==> config.mk <==
export PLATFORM = sky130hd
export DESIGN_NAME = health_bar_controller_flat
export DESIGN_NICKNAME = d
export VERILOG_FILES = /design/src/rtl/health_pkg.sv /design/src/rtl/health_bar_controller_if.sv /design/src/rtl/bar_geometry.sv /design/src/rtl/health_bar_controller.sv /design/src/flat_wrapper.sv
export SDC_FILE = /design/constraint.sdc
export NUM_CORES = 1
export LEC_CHECK = 0
export CAP_MARGIN = 15
export CORE_MARGIN = 1.5
export CORE_UTILIZATION = 50
export DETAILED_ROUTE_END_ITERATION = 6
export PLACE_DENSITY = 0.85
export SYNTH_ARGS = -nofsm -noshare
export SYNTH_HDL_FRONTEND = slang
export SYNTH_SLANG_ARGS = --single-unit
==> constraint.sdc <==
create_clock -name clk -period 4.4 [get_ports clk]
set_input_delay 0.88 -clock clk [delete_from_list [all_inputs] [get_ports clk]]
set_output_delay 0.88 -clock clk [all_outputs]
set_load 0.03 [all_outputs]
==> src/rtl/health_pkg.sv <==
// Shared types and defaults for the health bar controller: FSM encoding,
// HP width, default HP and bar geometry, and the HP-to-pixel length helper.
package health_pkg;

  localparam int HP_W  = 8;
  localparam int PIX_W = 12;

  typedef logic [HP_W-1:0]  hp_t;
  typedef logic [PIX_W-1:0] pix_t;

  typedef enum logic [1:0] {
    ALIVE  = 2'd0,
    IFRAME = 2'd1,
    DEAD   = 2'd2
  } hb_state_e;

  localparam int HP_MAX_DEF        = 92;
  localparam int DAMAGE_DEF        = 1;
  localparam int IFRAME_FRAMES_DEF = 2;
  localparam int BAR_X_DEF         = 256;
  localparam int BAR_Y_DEF         = 400;
  localparam int BAR_SCALE_DEF     = 1;
  localparam int BAR_H_DEF         = 20;
  localparam int BORDER_DEF        = 2;
  localparam int KR_DIV_DEF        = 30;

  // Pixel length of a bar segment holding `v` HP points.
  function automatic pix_t hp_to_len(input hp_t v, input int scale);
    return pix_t'(v) * pix_t'(scale);
  endfunction

endpackage

==> src/rtl/health_bar_controller_if.sv <==
// Frame/hit/heal inputs, pixel coordinates and health/bar outputs of the
// health bar controller. master = stimulus side, slave = controller side.
interface health_bar_controller_if;
  import health_pkg::*;

  logic       frame_tick;
  logic       is_trigger_player;
  logic       heal_valid;
  hp_t        heal_amount;
  logic [9:0] x;
  logic [9:0] y;
  hp_t        hp;
  logic       dead;
  logic       invulnerable;
  logic       healt_bar_signal;
  logic       healt_bar_border_signal;
  logic       karma_bar_signal;

  modport master (
    output frame_tick, is_trigger_player, heal_valid, heal_amount, x, y,
    input  hp, dead, invulnerable, healt_bar_signal, healt_bar_border_signal,
           karma_bar_signal
  );

  modport slave (
    input  frame_tick, is_trigger_player, heal_valid, heal_amount, x, y,
    output hp, dead, invulnerable, healt_bar_signal, healt_bar_border_signal,
           karma_bar_signal
  );

endinterface

==> src/rtl/bar_geometry.sv <==
// Pure combinational hit-test for a horizontal bar: a solid part
// [0, solid_len), a trailing segment [solid_len, bar_len) and a border ring
// BORDER pixels thick around the BAR_W x BAR_H interior.
module bar_geometry
  import health_pkg::*;
#(
  parameter int BAR_X  = BAR_X_DEF,
  parameter int BAR_Y  = BAR_Y_DEF,
  parameter int BAR_W  = HP_MAX_DEF * BAR_SCALE_DEF,
  parameter int BAR_H  = BAR_H_DEF,
  parameter int BORDER = BORDER_DEF
) (
  input  logic [9:0] x,
  input  logic [9:0] y,
  input  pix_t       solid_len,
  input  pix_t       bar_len,
  output logic       solid,
  output logic       seg,
  output logic       border
);

  localparam pix_t X0 = pix_t'(BAR_X);
  localparam pix_t X1 = pix_t'(BAR_X + BAR_W);
  localparam pix_t Y0 = pix_t'(BAR_Y);
  localparam pix_t Y1 = pix_t'(BAR_Y + BAR_H);
  localparam pix_t BD = pix_t'(BORDER);

  // Coordinates widened so the left/top border test never underflows.
  pix_t xe, ye;
  logic in_interior, in_outer;

  assign xe = pix_t'(x);
  assign ye = pix_t'(y);

  assign in_interior = (xe >= X0) && (xe < X1) && (ye >= Y0) && (ye < Y1);
  assign in_outer    = (xe + BD >= X0) && (xe < X1 + BD) &&
                       (ye + BD >= Y0) && (ye < Y1 + BD);

  assign solid  = in_interior && (xe < X0 + solid_len);
  assign seg    = in_interior && (xe >= X0 + solid_len) && (xe < X0 + bar_len);
  assign border = in_outer && !in_interior;

endmodule

==> src/rtl/health_bar_controller.sv <==
// Player HP tracker with per-frame damage, invulnerability frames and heal,
// plus zero-latency health bar pixel generation.
// Optional karma drain is enabled by defining HEALTH_BAR_KARMA_EN.
module health_bar_controller
  import health_pkg::*;
#(
  parameter int HP_MAX        = HP_MAX_DEF,
  parameter int DAMAGE        = DAMAGE_DEF,
  parameter int IFRAME_FRAMES = IFRAME_FRAMES_DEF,
  parameter int BAR_X         = BAR_X_DEF,
  parameter int BAR_Y         = BAR_Y_DEF,
  parameter int BAR_SCALE     = BAR_SCALE_DEF,
  parameter int BAR_H         = BAR_H_DEF,
  parameter int BORDER        = BORDER_DEF,
  parameter int KR_DIV        = KR_DIV_DEF
) (
  input logic                    clk,
  input logic                    reset,
  health_bar_controller_if.slave bus
);

  localparam hp_t HP_MAX_V = hp_t'(HP_MAX);
  localparam hp_t DAMAGE_V = hp_t'(DAMAGE);
  localparam hp_t IFR_V    = hp_t'(IFRAME_FRAMES);
  localparam hp_t ONE      = hp_t'(1);

  hb_state_e   state_q, state_d;
  hp_t         hp_q, hp_d;
  hp_t         iframe_q, iframe_d;
  logic        hit_q, hit_d;
  logic        dead_q, dead_d;
  logic        inv_q, inv_d;
  logic        hit_now;
  logic [HP_W:0] heal_sum;
  pix_t        solid_len, bar_len;

`ifdef HEALTH_BAR_KARMA_EN
  localparam hp_t KR_LAST = hp_t'(KR_DIV - 1);
  hp_t           kr_q, kr_d;
  hp_t           krdiv_q, krdiv_d;
  logic [HP_W:0] kr_sum;
`endif

  // State register; reset restores full HP and drops any pending hit.
  // NOTE: sequential state uses non-blocking assignments so every register
  // samples pre-edge values regardless of statement order.
  always_ff @(posedge clk or posedge reset) begin
    if (reset) begin
      state_q  <= ALIVE;
      hp_q     <= HP_MAX_V;
      iframe_q <= '0;
      hit_q    <= 1'b0;
      dead_q   <= 1'b0;
      inv_q    <= 1'b0;
`ifdef HEALTH_BAR_KARMA_EN
      kr_q     <= '0;
      krdiv_q  <= '0;
`endif
    end else begin
      state_q  <= state_d;
      hp_q     <= hp_d;
      iframe_q <= iframe_d;
      hit_q    <= hit_d;
      dead_q   <= dead_d;
      inv_q    <= inv_d;
`ifdef HEALTH_BAR_KARMA_EN
      kr_q     <= kr_d;
      krdiv_q  <= krdiv_d;
`endif
    end
  end

  // Next-state: frame-boundary damage/iframe/death, then same-cycle heal.
  // NOTE: every variable gets a default first so no path leaves it
  // unassigned, which would otherwise infer a latch.
  always_comb begin
    state_d  = state_q;
    hp_d     = hp_q;
    iframe_d = iframe_q;
    heal_sum = '0;
    // A trigger on the tick cycle itself belongs to the frame ending now.
    hit_now  = hit_q | bus.is_trigger_player;
    hit_d    = hit_now;
`ifdef HEALTH_BAR_KARMA_EN
    kr_d     = kr_q;
    krdiv_d  = krdiv_q;
    kr_sum   = '0;
`endif

    if (bus.frame_tick) begin
      hit_d = 1'b0;
      case (state_q)
        ALIVE: begin
          if (hit_now) begin
            if (hp_q <= DAMAGE_V) begin
              hp_d    = '0;
              state_d = DEAD;
`ifdef HEALTH_BAR_KARMA_EN
              kr_d    = '0;
`endif
            end else begin
`ifdef HEALTH_BAR_KARMA_EN
              // Damage parks in the karma pool, which never reaches hp.
              kr_sum = {1'b0, kr_q} + {1'b0, DAMAGE_V};
              kr_d   = (kr_sum > {1'b0, hp_q - ONE}) ? hp_q - ONE
                                                      : kr_sum[HP_W-1:0];
`else
              hp_d = hp_q - DAMAGE_V;
`endif
              if (IFRAME_FRAMES > 0) begin
                state_d  = IFRAME;
                iframe_d = IFR_V;
              end
            end
          end
        end
        IFRAME: begin
          iframe_d = iframe_q - ONE;
          if (iframe_q == ONE) state_d = ALIVE;
        end
        default: ;
      endcase

`ifdef HEALTH_BAR_KARMA_EN
      // Karma drains one point of hp every KR_DIV frames while alive.
      if (state_d != DEAD) begin
        if (krdiv_q == KR_LAST) begin
          krdiv_d = '0;
          if (kr_d != '0) begin
            hp_d = hp_d - ONE;
            kr_d = kr_d - ONE;
          end
        end else begin
          krdiv_d = krdiv_q + ONE;
        end
      end
`endif
    end

    // Heal lands after damage; death in the same cycle wins.
    if (bus.heal_valid && state_d != DEAD) begin
      heal_sum = {1'b0, hp_d} + {1'b0, bus.heal_amount};
      hp_d     = (heal_sum > {1'b0, HP_MAX_V}) ? HP_MAX_V : heal_sum[HP_W-1:0];
    end

    dead_d = (state_d == DEAD);
    inv_d  = (state_d == IFRAME);
  end

  assign bus.hp           = hp_q;
  assign bus.dead         = dead_q;
  assign bus.invulnerable = inv_q;

  // Without karma the trailing segment is empty, so karma_bar_signal is 0.
`ifdef HEALTH_BAR_KARMA_EN
  assign solid_len = hp_to_len(hp_q - kr_q, BAR_SCALE);
`else
  assign solid_len = hp_to_len(hp_q, BAR_SCALE);
`endif
  assign bar_len = hp_to_len(hp_q, BAR_SCALE);

  bar_geometry #(
    .BAR_X  (BAR_X),
    .BAR_Y  (BAR_Y),
    .BAR_W  (HP_MAX * BAR_SCALE),
    .BAR_H  (BAR_H),
    .BORDER (BORDER)
  ) u_bar_geometry (
    .x         (bus.x),
    .y         (bus.y),
    .solid_len (solid_len),
    .bar_len   (bar_len),
    .solid     (bus.healt_bar_signal),
    .seg       (bus.karma_bar_signal),
    .border    (bus.healt_bar_border_signal)
  );

endmodule

==> src/flat_wrapper.sv <==
// flat-port wrapper written by rule: the top's interface ports become plain ports
module health_bar_controller_flat import health_pkg::*;
#(
  parameter int HP_MAX        = HP_MAX_DEF,
  parameter int DAMAGE        = DAMAGE_DEF,
  parameter int IFRAME_FRAMES = IFRAME_FRAMES_DEF,
  parameter int BAR_X         = BAR_X_DEF,
  parameter int BAR_Y         = BAR_Y_DEF,
  parameter int BAR_SCALE     = BAR_SCALE_DEF,
  parameter int BAR_H         = BAR_H_DEF,
  parameter int BORDER        = BORDER_DEF,
  parameter int KR_DIV        = KR_DIV_DEF
)
  (clk, reset, bus_frame_tick, bus_is_trigger_player, bus_heal_valid, bus_heal_amount, bus_x, bus_y, bus_hp, bus_dead, bus_invulnerable, bus_healt_bar_signal, bus_healt_bar_border_signal, bus_karma_bar_signal);
  health_bar_controller_if bus_i ();
  input logic clk;
  input logic reset;
  input wire logic [$bits(bus_i.frame_tick)-1:0] bus_frame_tick;
  input wire logic [$bits(bus_i.is_trigger_player)-1:0] bus_is_trigger_player;
  input wire logic [$bits(bus_i.heal_valid)-1:0] bus_heal_valid;
  input wire logic [$bits(bus_i.heal_amount)-1:0] bus_heal_amount;
  input wire logic [$bits(bus_i.x)-1:0] bus_x;
  input wire logic [$bits(bus_i.y)-1:0] bus_y;
  output wire logic [$bits(bus_i.hp)-1:0] bus_hp;
  output wire logic [$bits(bus_i.dead)-1:0] bus_dead;
  output wire logic [$bits(bus_i.invulnerable)-1:0] bus_invulnerable;
  output wire logic [$bits(bus_i.healt_bar_signal)-1:0] bus_healt_bar_signal;
  output wire logic [$bits(bus_i.healt_bar_border_signal)-1:0] bus_healt_bar_border_signal;
  output wire logic [$bits(bus_i.karma_bar_signal)-1:0] bus_karma_bar_signal;
  assign bus_i.frame_tick = bus_frame_tick;
  assign bus_i.is_trigger_player = bus_is_trigger_player;
  assign bus_i.heal_valid = bus_heal_valid;
  assign bus_i.heal_amount = bus_heal_amount;
  assign bus_i.x = bus_x;
  assign bus_i.y = bus_y;
  assign bus_hp = bus_i.hp;
  assign bus_dead = bus_i.dead;
  assign bus_invulnerable = bus_i.invulnerable;
  assign bus_healt_bar_signal = bus_i.healt_bar_signal;
  assign bus_healt_bar_border_signal = bus_i.healt_bar_border_signal;
  assign bus_karma_bar_signal = bus_i.karma_bar_signal;
  health_bar_controller #(.HP_MAX(HP_MAX), .DAMAGE(DAMAGE), .IFRAME_FRAMES(IFRAME_FRAMES), .BAR_X(BAR_X), .BAR_Y(BAR_Y), .BAR_SCALE(BAR_SCALE), .BAR_H(BAR_H), .BORDER(BORDER), .KR_DIV(KR_DIV)) u_core (.clk(clk), .reset(reset), .bus(bus_i));
endmodule
* Word level (Yosys, flattened, before mapping) *
Cells that the tools add are included.

word-level totals
  register bits after elaboration = 21
  latch bits = 0
  RAM bits = 0
  bits in read-only memories = 0
  bits of input ports = 33
  output and inout bits = 13
  word-level logic and storage cells = 62
  memories = 0

operators by class
  add/subtract/negate cells = 6
  multiply operators = 0
  divide/modulo/power cells = 0
  magnitude comparators = 12
  equal/unequal tests = 7
  shifts and indexed selects = 0
  muxes and demuxes = 15
  bitwise operators = 1
  reductions and logical operators = 15

operators with widths
  operator                                                         count
  2-to-1 mux 8 bit                                                 8
  < comparator 10 x 9 -> 1 bit (second input constant)             4
  adder 10 x 2 -> 11 bit (second input constant)                   2
  >= comparator 11 x 9 -> 1 bit (second input constant)            2
  >= comparator 10 x 9 -> 1 bit (second input constant)            2
  case mux 8 bit (2 select lines)                                  1
  subtractor 8 x 1 -> 8 bit (second input constant)                2
  >= comparator 10 x 12 -> 1 bit                                   1
  logical AND 1 bit                                                11
  adder 9 x 8 -> 10 bit (first input constant)                     1
  < comparator 10 bit                                              1
  adder 8 x 8 -> 9 bit                                             1
  > comparator 9 x 7 -> 1 bit (second input constant)              1
  equality test 8 x 1 -> 1 bit (second input constant)             1
  less-or-equal comparator 8 x 1 -> 1 bit (second input constant)  1
  2-to-1 mux 2 bit                                                 4
  equality test 2 x 1 -> 1 bit (second input constant)             2
  inequality test 2 bit (second input constant)                    2
  case mux 2 bit (2 select lines)                                  1
  AND reduction 4 bit                                              1
  equality test 2 bit (second input constant)                      1
  zero test 2 bit                                                  1
  inequality test 2 x 1 -> 1 bit (second input constant)           1
  nonzero test 2 bit                                               1
  other kinds (3)                                                  3

* Depth between registers and ports, before layout *
Gate-level depths: netlist (run 1).

  depth in word-level cells = 9
  gate-level depth with buffers = 14
  gate-level depth less buffers = 13

* Modules after synthesis *
From an unflattened synthesis (run 1), not the netlist that was laid out.

unflattened totals
  cell total of the unflattened synthesis = 292
  area total of the unflattened synthesis = 2447.3 µm²

by module, submodules not included
  module                 times used  cells an instance  area each (µm²)  sequential area each (µm²)
  health_bar_controller  1           191                1692.9           530.5
  bar_geometry           1           101                754.5            0.0

* Worst setup path after synthesis (run 1) *
Ideal clock, no wire load.

  path kind = input-to-reg
  from = input bus_frame_tick
  to = register u_core.hp_q[1] (netlist: u_core.bus.hp[1])
  library setup time = 68 ps
  arrival = 3731 ps
  data required time = 4332 ps
  path slack = 602 ps
  stages on the path = 10
  path buffers = 0
  cell sequence = nand2b_1 > nor3_1 > nand4_1 > mux2_2 > ha_1 > nand2_1 > or4_1 > a2111o_1 > a211oi_2 > a32o_1

between the ends
  cells in the longest elaborated chain, start to end = 5
  elaborated cells between the ends (all ways) = 8
  those cells by class = add/sub (1); order compare (1); eq/ne (1); mux (4); reduce/logical (1)

ends and longest elaborated chain
  item                         line                          text
  start, declared              flat_wrapper.sv:18            input wire logic [$bits(bus_i.frame_tick)-1:0] bus_frame_tick;
  2-to-1 mux 8 bit             health_bar_controller.sv:90   if (bus.frame_tick) begin
  adder 8 x 8 -> 9 bit         health_bar_controller.sv:142  heal_sum = {1'b0, hp_d} + {1'b0, bus.heal_amount};
  > comparator 9 x 7 -> 1 bit  health_bar_controller.sv:143  hp_d = (heal_sum > {1'b0, HP_MAX_V}) ? HP_MAX_V : heal_sum[HP_W-1:0];
  2-to-1 mux 8 bit             health_bar_controller.sv:143
  2-to-1 mux 8 bit (*)         health_bar_controller.sv:141  if (bus.heal_valid && state_d != DEAD) begin
  named net u_core.hp_d[1]     health_bar_controller.sv:28   hp_t hp_q, hp_d;
  end signal, assigned         health_bar_controller.sv:61   hp_q <= hp_d;
  end, declared                health_bar_controller.sv:28

The timed path passes the listed nets; every way through them passes the cells marked *.
A chain may end at the register's enable or synchronous reset.

* Worst setup path after layout (run 1) *
  from = input bus_x[1]
  to = output bus_karma_bar_signal

between the ends
  cells in the longest elaborated chain, start to end = 6
  elaborated cells between the ends (all ways) = 9
  those cells by class = order compare (4); reduce/logical (5)

ends and longest elaborated chain
  item                                                                                  line                text
  start, declared                                                                       flat_wrapper.sv:22  input wire logic [$bits(bus_i.x)-1:0] bus_x;
  >= comparator 10 x 9 -> 1 bit / < comparator 10 x 9 -> 1 bit (equally long branches)  bar_geometry.sv:35  assign in_interior = (xe >= X0) && (xe < X1) && (ye >= Y0) && (ye < Y1);
  logical AND 1 bit (3 in a row)                                                        bar_geometry.sv:35
  logical AND 1 bit                                                                     bar_geometry.sv:40  assign seg = in_interior && (xe >= X0 + solid_len) && (xe < X0 + bar_len);
  logical AND 1 bit (*)                                                                 bar_geometry.sv:40
  end, declared                                                                         flat_wrapper.sv:29  output wire logic [$bits(bus_i.karma_bar_signal)-1:0] bus_karma_bar_signal;

Mark *: on every way between the ends. The rest lies on a longest branch, timed or not.

==> metrics.cfg, run 1 <==
[yosys]
synth_ff_type = dfrtp_1
synth_common_cells = ha_1, nor2_1, dfrtp_1, inv_1, nand2_1
seq_area_frac_synth = 0.278
synth_edf_count = 0
synthArstFlopShare = 1.00
yosysWarningCount = 0
synth-seq-cells = 21
yosysTopAreaCell = dfrtp_1
syn_area_sq_um = 1910
synth_top_area_frac = 0.223
netlist_top_cells_area = dfrtp_1, ha_1, dfstp_2
synth.avg_cell_area_sq_um = 8.72
syn-instance-count = 219
synth_cell_types = 51
syn_nets = 274

[sta]
setup_tns_ns = 0
max_freq_ghz = 0.240
finalCritPeriodShare = 0.948
hold_viol = 0
rsz0062_at_grt = false
worstMarginPinSlew_ns = 0.758
drv_slew = 0
report.final.setup_viol = 0
post-route-min-period_ns = 4.17
slew-limit-headroom = 0.494
fin_skew_ns = 0.0122

[grt]
grtUsageTotal = 0.221
antenna_found_initial = 0
grt_max_degree = 22
grt_pass1_wl_mm = 7.42
grt_pass1_vias = 1719
gr-total-overflow = 0

[clock_network]
clkTransAtPathRegs_ns = 0.08
cts_buffer_depth = 2
h-tree-depth = 1
cts_resized = 0
cts_sinks = 21
clk_latency_ns = 0.27
cts_root_buffer = clkbuf_8
tritoncts = built
holdBufCountCts = 0
cts_made_buffers = 3
post_cts_buffers = 0

[worst_setup_path]
path_buf_inv = 2
worstSetupStartpointType = input port
path_max_fanout = 2
worst_setup_path_end_kind = output port
path_class = in -> out
critPathRequiredTime_ns = 3.52
rrSetupSlack_ns = 0.83
path_cells = clkdlybuf4s50_1 > ha_1 > nor2b_1 > o21a_1 > o21a_1 > o21a_1 > nor4_1 > clkdlybuf4s50_1
crit_slowest_cell = clkdlybuf4s50_1
critPathArrivalTime_ns = 3.29
crit_top_cell = o21a_1
cpLargestDelayFamily = buffers and inverters
slowest_delay_ns = 0.73

[floorplan]
initial_core_util = 0.522
die_x_um = 64.8
design.die.area_sq_um = 4200
io_pins = 46
core_area_sq_um = 3660
rows = 22
die_h_um = 64.8

[drt]
wire_per_inst_um = 13.4
met3_wirelength_um = 165
drt-total-wl_mm = 4.29
routed.top_layer = met4
drt-vias-per-instance = 5.79
drtIter0Drc = 77
drc_errors = 0
ant_nets = 0
wl_met1_mm = 2.02
vias = 1852
wl_met2_mm = 2.07
drtPass1Iterations = 4

[layout]
nets = 328
num_antenna_cells = 0
stdcell_area_sq_um = 2500
layoutNonFillerInstCount = 320
drive_gt1_frac = 0.0882
areaGrowthSynthToFinish_pct = 31.1
fin_util = 0.684
fillerInstances = 299

[placed_design]
place_area_sq_um = 2460
dpl.cell_count = 316
dp_hpwl_mm = 3.58
portBuffers = 44
finalWeightedCongestion = 0.831

[power]
switching_share = 0.449
power.internal_uw = 722
power_switching_uw = 589
p_clk_frac = 0.098
power_per_cell_area_nw_per_um2 = 523
pwr-share-seq = 0.273
vdd_ir_drop_max_mv = 0.315
finalPower_uw = 1310
p_leak_uw = 0.00106
combPwrFrac = 0.629

[status]
status = finished, final reports clean

[run]
cap_violations = 0

[min_path]
hp-class = reg -> reg

==> state kept, by name, summed over array words and instances, names as in the netlist <==
| register | count |
|---|---|
| u_core.bus.dead | 1 |
| u_core.bus.hp | 8 |
| u_core.iframe_q | 8 |
| u_core.bus.invulnerable | 1 |
| u_core.hit_q | 1 |
| u_core.state_q | 2 |
==> power groups by stage <==
| stage | registers [uW] | logic (uW) | clock network (uW) |
|---|---|---|---|
| global placement | 357 | 799 | 0 |
| detailed placement | 361 | 819 | 0 |
| global route | 369 | 926 | 137 |
| finish | 358 | 825 | 128 |
| CTS | 358 | 825 | 129 |
| floorplan | 405 | 525 | 0 |
==> placed cells by master (no fill, tap or decap), types with 4 or more instances in the layout <==
cell	n
buf_4	7
a21oi_1	7
nand3_1	5
nor2b_1	9
dfrtp_1	17
ha_1	21
inv_1	17
nand4_1	6
o21ai_0	7
xnor2_1	8
clkdlybuf4s50_1	44
dfstp_2	4
and3_1	4
a21o_1	4
nor2_1	21
nor3_1	9
nand2_1	11
nand2b_1	5
==> worst paths after layout <==
check / start / depth (start not counted) / end
worst max register to register: u_core.bus.hp[0] / 13 / u_core.bus.hp[5]
worst min-delay path: u_core.hit_q / 2 / u_core.hit_q
worst max-delay path: bus_x[1] / 8 / bus_karma_bar_signal
max in group asynchronous: reset / 2 / u_core.bus.hp[5]
min in group asynchronous: reset / 2 / u_core.bus.dead
worst min register to register: u_core.hit_q / 2 / u_core.hit_q
==> routing by layer <==
metal	GRT usage	up-vias
met1	0.282	869
met5	0	-
met4	0.0559	0
met2	0.397	44
met3	0.0243	5
li1	-	934
==> kinds of logic (layout without fill, tap and decap cells) <==
| logic type | Yosys count | count (layout) | synth area share |
|---|---|---|---|
| fa+ha+maj | 22 | 22 | 0.148 |
| flops | 21 | 21 | 0.278 |
| xor+xnor | 11 | 11 | 0.0504 |
| mux | 2 | 2 | 0.0111 |
| simple gates | 88 | 88 | 0.249 |
| buf+inv | 19 | 72 | 0.0373 |
| compound gates | 56 | 56 | 0.227 |
==> worst register-to-register path: cells and delay by family, from the launching register on <==
kind | cells | cell delay, ns
AO/OA/AOI/OAI | 5 | 1.48
adder cells (fa/ha/maj) | 2 | 0.57
buffers and inverters | 2 | 0.22
flip-flops | 1 | 0.47
AND/OR/NAND/NOR | 4 | 0.79
==> metrics by stage <==
step,worst slack (ns),hold WS [ns]
after floorplan,0.602,0.473
after global placement,0.147,0.501
after detailed placement,0.119,0.505
after CTS,0.259,0.525
after global routing,0.0870,0.583
final,0.228,0.525
==> cell type report <==
| cell class | count | area (sq um) | share of cell area |
|---|---|---|---|
| clock inverter | 1 | 7.51 | 0.00300 |
| timing repair buffer | 51 | 493 | 0.197 |
| inverter | 17 | 63.8 | 0.0255 |
| sequential | 21 | 531 | 0.212 |
| multi-input combinational | 179 | 1310 | 0.522 |
| clock buffer | 3 | 41.3 | 0.0165 |
| tap | 48 | 60.1 | 0.0240 |
(Power assumes the default switching activity.)
==> inputs of run 2 (changes only) <==
Settings changed: SETUP_SLACK_MARGIN set to 0.05.
==> results of run 2 <==
The final DEF is identical to that of run 1; final timing and power are the same.
==> inputs of run 3 (changes only) <==
Settings changed: GPL_ROUTABILITY_DRIVEN set to 0, PLACE_DENSITY 0.85 to 0.77, SLEW_MARGIN set to 20.
==> run 3 against run 2 <==
Compared with the run above: sequential power hardly changed; die area stayed put; power is 0.64% higher; maximum frequency is 0.94% higher; final cell count stayed put; largest cell class unchanged; via count is 1.0% lower; wire length is 3.9% higher; worst setup slack better by 0.039 ns; sequential cell count stayed put; critical path depth stayed put.
==> metrics.cfg, run 3 (synthesis results as in run 1) <==
[worst_setup_path]
cpLargestDelayFamily = buffers and inverters
critPathArrivalTime_ns = 3.25
r2r-end = u_core.bus.hp[3]
reg2reg_depth = 12
r2r-start = u_core.bus.hp[0]
path_max_fanout = 2
path_buf_inv = 2
path_cells = clkdlybuf4s50_1 > ha_1 > nor2b_1 > o21a_1 > o21a_1 > o21a_1 > nor4_1 > clkdlybuf4s50_1
critPathRequiredTime_ns = 3.52
worst_setup_path_end_kind = output port
path_class = in -> out
crit_slowest_cell = clkdlybuf4s50_1
crit_top_cell = o21a_1
slowest_delay_ns = 0.71
worstSetupStartpointType = input port
rrSetupSlack_ns = 0.80

[min_path]
worstHoldPathCells = 2
hp-class = reg -> reg
whs_endpoint = u_core.hit_q
hold_start = u_core.hit_q

[clock_network]
cts_made_buffers = 3
holdBufCountCts = 0
cts_buffer_depth = 2
clkTransAtPathRegs_ns = 0.08
cts_sinks = 21
clk_latency_ns = 0.26
cts_resized = 0
post_cts_buffers = 0
cts_root_buffer = clkbuf_8
h-tree-depth = 1
tritoncts = built

[drt]
drc_errors = 0
wire_per_inst_um = 13.9
drt-total-wl_mm = 4.46
drt-vias-per-instance = 5.73
ant_nets = 0
vias = 1833
drtIter0Drc = 69
drtPass1Iterations = 4

[layout]
layout_commonest_cell = clkdlybuf4s50_1
fillerInstances = 316
num_antenna_cells = 0
seq_area_sq_um = 531
nets = 328
drive_gt1_frac = 0.0882
stdcell_area_sq_um = 2500
multi_input_area_sq_um = 1310
fin_util = 0.684
final_cell_mix = clkdlybuf4s50_1, nor2_1, ha_1
areaGrowthSynthToFinish_pct = 31.1

[power]
power_per_cell_area_nw_per_um2 = 527
p_leak_uw = 0.00106
vdd_ir_drop_max_mv = 0.310

[grt]
gr-total-overflow = 0
grtUsageTotal = 0.226
grt_pass1_wl_mm = 7.65
grt_max_degree = 22
antenna_found_initial = 0
grt_pass1_vias = 1777

[sta]
hold_viol = 0
rsz0062_at_grt = false
worstMarginPinSlew_ns = 0.785
timing.hold.ws_ns = 0.535
report.final.setup_viol = 0
max_freq_ghz = 0.242
drv_slew = 0
post-route-min-period_ns = 4.13
finalCritPeriodShare = 0.939
fin_skew_ns = 0.00960
setup_tns_ns = 0
slew-limit-headroom = 0.476

[placed_design]
dp_hpwl_mm = 3.73
place_area_sq_um = 2460
portBuffers = 44

[run]
cap_violations = 0

[floorplan]
io_pins = 46
initial_core_util = 0.522
core_area_sq_um = 3660
rows = 22
design.die.area_sq_um = 4200
die_x_um = 64.8
die_h_um = 64.8

[status]
status = finished, final reports clean

[run 3: where the power goes]
part,total (uW),internal (uW),switching (uW)
logic,837,381,456
registers,357,278,78.7
clock network,126,63.8,62.2
[run 3: per-layer routing]
metal	vias up	GRT usage	part of all wire
met5	-	0	0
met1	863	0.318	0.48
met2	34	0.380	0.48
met4	0	0.0505	0.0061
li1	934	-	-
met3	2	0.0174	0.029
[run 3: how the worst max path moves through the flow]
stage | from | to | cells past startpoint
after floorplan | bus_frame_tick | u_core.bus.hp[1] | 10
after global placement | bus_frame_tick | u_core.bus.hp[3] | 11
after detailed placement | bus_frame_tick | u_core.bus.hp[3] | 13
after CTS | bus_x[1] | bus_karma_bar_signal | 8
after global routing | bus_frame_tick | u_core.bus.hp[3] | 13
final | bus_x[1] | bus_karma_bar_signal | 8
[run 3: worst reg2reg max path: cells and delay by family (launching register included)]
| kind | cells | cell delay, ns |
|---|---|---|
| and+or+nand+nor | 3 | 0.60 |
| adders and majority gates | 2 | 0.59 |
| DFF | 1 | 0.47 |
| AOI/OAI and AO/OA | 6 | 1.78 |
| buffers and inverters | 1 | 0.07 |
[run 3: through the flow]
step	std cells	worst slack, ns	power, uW
finish	320	0.267	1320
detailed placement	316	0.151	1190
global route	320	0.111	1450
CTS	320	0.266	1320
global placement	316	0.181	1160
floorplan	219	0.602	930
[run 3: cell type report]
cell class,count,area share
Clock buffer,3,0.0165
Inverter,17,0.0255
Sequential cell,21,0.212
Timing Repair Buffer,51,0.197
Tap cell,48,0.0240
Clock inverter,1,0.00300
Multi-Input combinational cell,179,0.522
